`src/rtl/grf_pkg.sv`:
```
// Shared definitions for the register-file write arbiter.
//   GRF_AW / GRF_DW : register address and data widths
//   GRF_ZERO        : hard-wired zero register; writes to it are discarded
//   PORT_WB/PORT_MD : requester indices (pipeline writeback, multi-cycle unit)
package grf_pkg;
  localparam int GRF_AW   = 5;
  localparam int GRF_DW   = 32;
  localparam int GRF_ZERO = 0;
  localparam int PORT_WB  = 0;
  localparam int PORT_MD  = 1;
endpackage

```
`src/rtl/grf_wr_arbiter_if.sv`:
```
// Bundle of the arbiter's request, write-port and hazard-query signals.
//   p0_* / p1_*      : valid/ready/addr/data write request per requester
//   grf_we/a3/wd     : register-file write port
//   q_a1/q_a2        : decode read addresses; haz1/haz2 the matching hazard flags
// Modport slave is the arbiter, master is its environment.
interface grf_wr_arbiter_if
  import grf_pkg::*;
#(
  parameter int AW = GRF_AW,
  parameter int DW = GRF_DW
);
  logic          p0_valid;
  logic          p0_ready;
  logic [AW-1:0] p0_addr;
  logic [DW-1:0] p0_data;
  logic          p1_valid;
  logic          p1_ready;
  logic [AW-1:0] p1_addr;
  logic [DW-1:0] p1_data;
  logic          grf_we;
  logic [AW-1:0] grf_a3;
  logic [DW-1:0] grf_wd;
  logic [AW-1:0] q_a1;
  logic [AW-1:0] q_a2;
  logic          haz1;
  logic          haz2;

  modport slave (
    input  p0_valid, p0_addr, p0_data,
    input  p1_valid, p1_addr, p1_data,
    input  q_a1, q_a2,
    output p0_ready, p1_ready,
    output grf_we, grf_a3, grf_wd,
    output haz1, haz2
  );

  modport master (
    output p0_valid, p0_addr, p0_data,
    output p1_valid, p1_addr, p1_data,
    output q_a1, q_a2,
    input  p0_ready, p1_ready,
    input  grf_we, grf_a3, grf_wd,
    input  haz1, haz2
  );
endinterface

```
`src/rtl/grf_wr_slot.sv`:
```
// One-entry write buffer (valid/addr/data).
//   clk, reset (async, active-low)
//   load    : capture in_addr/in_data and mark valid (wins over clear, so a
//             granted slot can be refilled in the same cycle)
//   clear   : drop the entry (it has been granted)
//   valid/addr/data : current contents
//   match1/match2   : entry valid and its address equals q_a1/q_a2
module grf_wr_slot
  import grf_pkg::*;
#(
  parameter int AW = GRF_AW,
  parameter int DW = GRF_DW
) (
  input  logic          clk,
  input  logic          reset,
  input  logic          load,
  input  logic          clear,
  input  logic [AW-1:0] in_addr,
  input  logic [DW-1:0] in_data,
  input  logic [AW-1:0] q_a1,
  input  logic [AW-1:0] q_a2,
  output logic          valid,
  output logic [AW-1:0] addr,
  output logic [DW-1:0] data,
  output logic          match1,
  output logic          match2
);
  logic          valid_reg;
  logic [AW-1:0] addr_reg;
  logic [DW-1:0] data_reg;

  always_ff @(posedge clk or negedge reset) begin
    if (!reset) begin
      valid_reg <= 1'b0;
      addr_reg  <= '0;
      data_reg  <= '0;
    end else if (load) begin
      valid_reg <= 1'b1;
      addr_reg  <= in_addr;
      data_reg  <= in_data;
    end else if (clear) begin
      valid_reg <= 1'b0;
    end
  end

  assign valid  = valid_reg;
  assign addr   = addr_reg;
  assign data   = data_reg;
  assign match1 = valid_reg && (addr_reg == q_a1);
  assign match2 = valid_reg && (addr_reg == q_a2);
endmodule

```
`src/rtl/grf_wr_arbiter.sv`:
```
// Shares the register file's single write port between the pipeline
// writeback (port 0) and the multi-cycle unit (port 1). Each port has a
// one-entry buffer; the older buffered write is granted each cycle and
// committed to the registered write port on the following edge.
//   clk, reset (async, active-low)
//   bus : grf_wr_arbiter_if.slave -- requests, write port, hazard queries
module grf_wr_arbiter
  import grf_pkg::*;
#(
  parameter int AW = GRF_AW,
  parameter int DW = GRF_DW
) (
  input  logic              clk,
  input  logic              reset,
  grf_wr_arbiter_if.slave   bus
);
  logic          in_valid  [2];
  logic [AW-1:0] in_addr   [2];
  logic [DW-1:0] in_data   [2];
  logic          slot_v    [2];
  logic [AW-1:0] slot_addr [2];
  logic [DW-1:0] slot_data [2];
  logic          slot_m1   [2];
  logic          slot_m2   [2];
  logic          grant     [2];
  logic          ready     [2];
  logic          load      [2];

  // Set when slot 1 holds the older entry; only meaningful with both valid.
  logic          age_reg;
  logic          age_next;
  logic          grf_we_reg;
  logic [AW-1:0] grf_a3_reg;
  logic [DW-1:0] grf_wd_reg;

  logic          any_grant;
  logic [AW-1:0] gnt_addr;
  logic [DW-1:0] gnt_data;

  assign in_valid[PORT_WB] = bus.p0_valid;
  assign in_addr[PORT_WB]  = bus.p0_addr;
  assign in_data[PORT_WB]  = bus.p0_data;
  assign in_valid[PORT_MD] = bus.p1_valid;
  assign in_addr[PORT_MD]  = bus.p1_addr;
  assign in_data[PORT_MD]  = bus.p1_data;

  genvar gi;
  generate
    for (gi = 0; gi < 2; gi++) begin : g_slot
      assign ready[gi] = !slot_v[gi] || grant[gi];
      assign load[gi]  = in_valid[gi] && ready[gi];

      grf_wr_slot #(.AW(AW), .DW(DW)) u_slot (
        .clk     (clk),
        .reset   (reset),
        .load    (load[gi]),
        .clear   (grant[gi]),
        .in_addr (in_addr[gi]),
        .in_data (in_data[gi]),
        .q_a1    (bus.q_a1),
        .q_a2    (bus.q_a2),
        .valid   (slot_v[gi]),
        .addr    (slot_addr[gi]),
        .data    (slot_data[gi]),
        .match1  (slot_m1[gi]),
        .match2  (slot_m2[gi])
      );
    end
  endgenerate

  // Oldest-first; when both were loaded together age_reg is 0, so port 0 wins.
  assign grant[PORT_WB] = slot_v[PORT_WB] && (!slot_v[PORT_MD] || !age_reg);
  assign grant[PORT_MD] = slot_v[PORT_MD] && (!slot_v[PORT_WB] ||  age_reg);

  // Slot 1 is older next cycle exactly when it survives this edge untouched:
  // any grant this cycle went to slot 0, so a refilled slot 0 is younger.
  assign age_next = slot_v[PORT_MD] && !grant[PORT_MD] && !load[PORT_MD];

  assign any_grant = grant[PORT_WB] || grant[PORT_MD];
  assign gnt_addr  = grant[PORT_WB] ? slot_addr[PORT_WB] : slot_addr[PORT_MD];
  assign gnt_data  = grant[PORT_WB] ? slot_data[PORT_WB] : slot_data[PORT_MD];

  always_ff @(posedge clk or negedge reset) begin
    if (!reset) begin
      age_reg    <= 1'b0;
      grf_we_reg <= 1'b0;
      grf_a3_reg <= '0;
      grf_wd_reg <= '0;
    end else begin
      age_reg <= age_next;
      // A granted write to the zero register retires silently.
      if (any_grant && (gnt_addr != AW'(GRF_ZERO))) begin
        grf_we_reg <= 1'b1;
        grf_a3_reg <= gnt_addr;
        grf_wd_reg <= gnt_data;
      end else begin
        grf_we_reg <= 1'b0;
      end
    end
  end

  assign bus.p0_ready = ready[PORT_WB];
  assign bus.p1_ready = ready[PORT_MD];
  assign bus.grf_we   = grf_we_reg;
  assign bus.grf_a3   = grf_a3_reg;
  assign bus.grf_wd   = grf_wd_reg;

  assign bus.haz1 = (bus.q_a1 != AW'(GRF_ZERO)) &&
                    (slot_m1[PORT_WB] || slot_m1[PORT_MD] ||
                     (grf_we_reg && (grf_a3_reg == bus.q_a1)));
  assign bus.haz2 = (bus.q_a2 != AW'(GRF_ZERO)) &&
                    (slot_m2[PORT_WB] || slot_m2[PORT_MD] ||
                     (grf_we_reg && (grf_a3_reg == bus.q_a2)));
endmodule

```
`src/flat_wrapper.sv`:
```
// flat-port wrapper written by rule: the top's interface ports become plain ports
module grf_wr_arbiter_flat import grf_pkg::*;
#(
  parameter int AW = GRF_AW,
  parameter int DW = GRF_DW
)
  (clk, reset, bus_p0_valid, bus_p0_addr, bus_p0_data, bus_p1_valid, bus_p1_addr, bus_p1_data, bus_q_a1, bus_q_a2, bus_p0_ready, bus_p1_ready, bus_grf_we, bus_grf_a3, bus_grf_wd, bus_haz1, bus_haz2);
  grf_wr_arbiter_if #(.AW(AW), .DW(DW)) bus_i ();
  input  logic clk;
  input  logic reset;
  input wire logic [$bits(bus_i.p0_valid)-1:0] bus_p0_valid;
  input wire logic [$bits(bus_i.p0_addr)-1:0] bus_p0_addr;
  input wire logic [$bits(bus_i.p0_data)-1:0] bus_p0_data;
  input wire logic [$bits(bus_i.p1_valid)-1:0] bus_p1_valid;
  input wire logic [$bits(bus_i.p1_addr)-1:0] bus_p1_addr;
  input wire logic [$bits(bus_i.p1_data)-1:0] bus_p1_data;
  input wire logic [$bits(bus_i.q_a1)-1:0] bus_q_a1;
  input wire logic [$bits(bus_i.q_a2)-1:0] bus_q_a2;
  output wire logic [$bits(bus_i.p0_ready)-1:0] bus_p0_ready;
  output wire logic [$bits(bus_i.p1_ready)-1:0] bus_p1_ready;
  output wire logic [$bits(bus_i.grf_we)-1:0] bus_grf_we;
  output wire logic [$bits(bus_i.grf_a3)-1:0] bus_grf_a3;
  output wire logic [$bits(bus_i.grf_wd)-1:0] bus_grf_wd;
  output wire logic [$bits(bus_i.haz1)-1:0] bus_haz1;
  output wire logic [$bits(bus_i.haz2)-1:0] bus_haz2;
  assign bus_i.p0_valid = bus_p0_valid;
  assign bus_i.p0_addr = bus_p0_addr;
  assign bus_i.p0_data = bus_p0_data;
  assign bus_i.p1_valid = bus_p1_valid;
  assign bus_i.p1_addr = bus_p1_addr;
  assign bus_i.p1_data = bus_p1_data;
  assign bus_i.q_a1 = bus_q_a1;
  assign bus_i.q_a2 = bus_q_a2;
  assign bus_p0_ready = bus_i.p0_ready;
  assign bus_p1_ready = bus_i.p1_ready;
  assign bus_grf_we = bus_i.grf_we;
  assign bus_grf_a3 = bus_i.grf_a3;
  assign bus_grf_wd = bus_i.grf_wd;
  assign bus_haz1 = bus_i.haz1;
  assign bus_haz2 = bus_i.haz2;
  grf_wr_arbiter #(.AW(AW), .DW(DW)) u_core (.clk(clk), .reset(reset), .bus(bus_i));
endmodule
```
`config.mk`:
```
export PLATFORM = sky130hd
export DESIGN_NAME = grf_wr_arbiter_flat
export DESIGN_NICKNAME = d
export VERILOG_FILES = /design/src/rtl/grf_pkg.sv /design/src/rtl/grf_wr_arbiter_if.sv /design/src/rtl/grf_wr_slot.sv /design/src/rtl/grf_wr_arbiter.sv /design/src/flat_wrapper.sv
export SDC_FILE = /design/constraint.sdc
export NUM_CORES = 1
export LEC_CHECK = 0
export ABC_CLOCK_PERIOD_IN_PS = 2600
export BUFFER_PORTS_ARGS = -buffer_cell sky130_fd_sc_hd__buf_2
export CORE_MARGIN = 2
export CORE_UTILIZATION = 53
export CTS_BUF_LIST = sky130_fd_sc_hd__clkbuf_16
export DETAILED_ROUTE_END_ITERATION = 16
export GPL_TIMING_DRIVEN = 1
export PLACE_DENSITY_LB_ADDON = 0.05
export SETUP_SLACK_MARGIN = 0.02
export SLEW_MARGIN = 20
export SYNTH_ARGS = -nofsm -noshare
export SYNTH_HDL_FRONTEND = slang
export SYNTH_SLANG_ARGS = --single-unit
```
`constraint.sdc`:
```
create_clock -name clk -period 2.6 [get_ports clk]
set_clock_uncertainty 0.15 [all_clocks]
set_input_delay 0.26 -clock clk [delete_from_list [all_inputs] [get_ports clk]]
set_output_delay 0.26 -clock clk [all_outputs]
set_load 0.01 [all_outputs]
```
==> reports/metrics.csv <==
stage,metric,value,unit
status,status,completed,
global_routing,grt-ovfl-total,0,
power,power,6140,uW
clock_tree,cts_buffers,17,
detailed_routing,wl,12400,um
power,switching_share,26.8,%
power,power_frac_comb,23.2,%
setup_path,critPathKind,reg -> out,
finish,fin_util,76.7,%
clock_tree,htree_levels,4,
finish,area_growth,42.7,%
power,worst_ir_drop_vdd,537,uV
clock_tree,hold_buffers,77,
synthesis,ys_ff_latch,115,
timing,rsz0062_at_grt,no,
finish,antennaDiodeCount,0,
timing,worstMarginPinSlew,0.610,ns
finish,largest_register_ffs,64,
placement,detailed_place_hpwl,7650,um
clock_tree,cts.sinks,115,
finish,fill_cells,604,
setup_path,worstPathRequired,2.19,ns
setup_path,end_kind,output pin,
synthesis,synth_area_leaders,"dfrtp_1, mux2_2, mux2_4",
setup_path,worstPathCellList,"xor2_1, nor4_1, a32oi_1, a21oi_1, buf_2",
floorplan,die_area,0.0105,sq mm
power,switchingPower,1650,uW
floorplan,ios,130,
setup_path,start_kind,register,
clock_tree,clock_path_buffers,2,
timing,max_clock_freq,0.437,GHz
synthesis,syn_area,0.00516,sq mm
global_routing,grt_pass1_wl,19600,um
global_routing,antenna_found_initial,0,
clock_tree,clk_latency,0.41,ns
synthesis,synth_nets,427,
global_routing,grt_max_degree,47,
setup_path,crit_path_max_incr_delay,0.45,ns
detailed_routing,drt_iter0_markers,89,
placement,routabilityCongestion,0.918,
clock_tree,cts_resized,0,
power,p_leak,0.00339,uW
clock_tree,cts_root_buf,clkbuf_16,
timing,setup_violations,0,
finish,finalNetCount,648,
floorplan,initial_core_util,53.8,%
power,pwr-share-clk,36.8,%
setup_path,cp_max_fo,5,
setup_path,arrival,1.88,ns
power,intPower,4500,uW
synthesis,synth_seq_area_share,55.8,%
floorplan,core,0.00959,sq mm
synthesis,yosys.area.top_type,dfrtp_1,
setup_path,startpoint,u_core.g_slot[1].u_slot.addr[1],
clock_tree,clk_pin_slew,0.05,ns
global_routing,grt_pass1_vias,3889,
timing,maxSlewHeadroom,59.4,%
setup_path,r2r-start,u_core.g_slot[1].u_slot.addr[0],
detailed_routing,drc,0,
detailed_routing,num_vias,3626,
power,powerDensity,835,mW/mm^2
floorplan,die_w,103,um
placement,port_buffers,129,
floorplan,fp.dieH,103,um
global_routing,grt_usage,25.2,%
synthesis,yosys_warnings,0,
synthesis,avgSynthCellArea,15.2,sq um
timing,hold_violations,0,
timing,finalSetupTns,0,ns
setup_path,slowest_stage,dfrtp_1,
synthesis,post-synth-top-area-fraction,55.8,%
timing,slew_violations,0,
power,pwr-share-seq,40.0,%
clock_tree,cts_tree,yes,
run,cap_viol_max_count,0,
timing,min_period,2.29,ns
synthesis,synthesis.instances,339,
detailed_routing,routedWlPerCell,17.5,um
worst_hold_path,hold_path.class,in -> async,
clock_tree,cts_setup_buffers,0,
timing,finalCritPeriodShare,88.0,%
floorplan,row_count,36,
detailed_routing,drtAntennaViolNets,0,
synthesis,ys_types,21,
timing,whs,0.254,ns
detailed_routing,post_drt_via_cell_ratio,5.14,
detailed_routing,dr.pass1.iters,4,
finish,drive_gt1_share,55.5,%
-- per-stage QoR --
step                cells  cell area [sq um]  setup slack [ns]
floorplan             339               5160             0.580
global placement      597               6010             0.403
detailed placement    597               6010             0.337
CTS                   706               7360             0.332
global route          706               7360             0.174
finish                706               7360             0.312
-- final cells by class --
class	count	area [sq um]	area share (%)
repair buffers	216	1530	20.8
clock inverters	15	150	2.04
multi-input cells	208	2200	29.9
well taps	133	166	2.26
inverters	2	7.51	0.102
flip-flops and latches	115	2880	39.1
clock buffers	17	425	5.78
-- power groups by stage --
stage	registers, uW	logic [uW]	clock network (uW)
2_1_floorplan	2480	783	0
3_3_place_gp	2460	1300	0
3_5_place_dp	2460	1340	0
4_1_cts	2450	1430	2300
5_1_grt	2500	1550	2390
6_report	2460	1430	2260
-- worst paths after layout --
kind                                              endpoint  slack (ns)  cells after the start
setup / recovery                                  bus_haz2        0.31                      5
hold / removal             u_core.g_slot[0].u_slot.addr[1]        0.25                      2
setup reg to reg                     u_core.bus.grf_wd[19]        0.31                      5
hold reg to reg            u_core.g_slot[0].u_slot.data[4]        0.35                      1
max in group asynchronous             u_core.bus.grf_wd[9]        1.36                      3
min in group clk           u_core.g_slot[0].u_slot.data[4]        0.35                      1
-- kinds of logic after synthesis --
kind of cell | after synthesis | synth area share, %
simple gates | 23 | 2.60
compound gates | 7 | 0.946
mux | 148 | 33.7
xor+xnor | 30 | 5.09
buf+inv | 16 | 1.87
flops | 115 | 55.8
-- Yosys cell counts --
cell type,number
a21boi_0,1
a21oi_1,2
a32oi_1,2
and2_1,2
buf_2,11
buf_6,3
dfrtp_1,115
inv_1,2
mux2_2,129
mux2_4,19
nand2_1,3
nand2b_1,2
nand3_1,3
nand3b_1,1
nor2_1,2
nor4_1,6
o21ai_1,1
o221ai_1,1
or4_1,4
xnor2_1,6
xor2_1,24
-- routing by layer --
| metal | up-vias | part of all wire, % | global-route usage [%] |
|---|---|---|---|
| met3 | 12 | 4.3 | 7.66 |
| met2 | 103 | 50 | 41.6 |
| met1 | 1847 | 45 | 32.0 |
| met5 | - | 0 | 0 |
| li1 | 1664 | - | - |
| met4 | 0 | 0.99 | 8.51 |
-- cells in the final DEF, fill, tap and decap left out --
cell type and instances:
o221ai_1 1, nand3b_1 1, nor2_1 2, clkinv_4 1
xor2_1 24, a21boi_4 1, a21oi_1 2, dfrtp_1 115
nor4_1 6, mux2_2 129, clkbuf_16 17, or4_1 4
mux2_4 19, inv_1 5, clkinv_1 2, nand3_1 3
o21ai_1 1, clkinv_2 5, nand2b_1 2, a32oi_1 2
buf_2 128, buf_12 3, clkinvlp_4 1, and2_1 2
bufinv_16 3, buf_4 8, dlygate4sd3_1 77, nand2_2 3
xnor2_1 6
-- critical path: cells and delay by family (launching register included) --
family / cells / cell delay [ns]
AO/OA/AOI/OAI: 2 / 0.32
XOR/XNOR: 1 / 0.19
AND/OR/NAND/NOR: 1 / 0.35
flip-flops: 1 / 0.45
buffers and inverters: 1 / 0.15
Note: power is estimated with default switching activity, not from simulation.
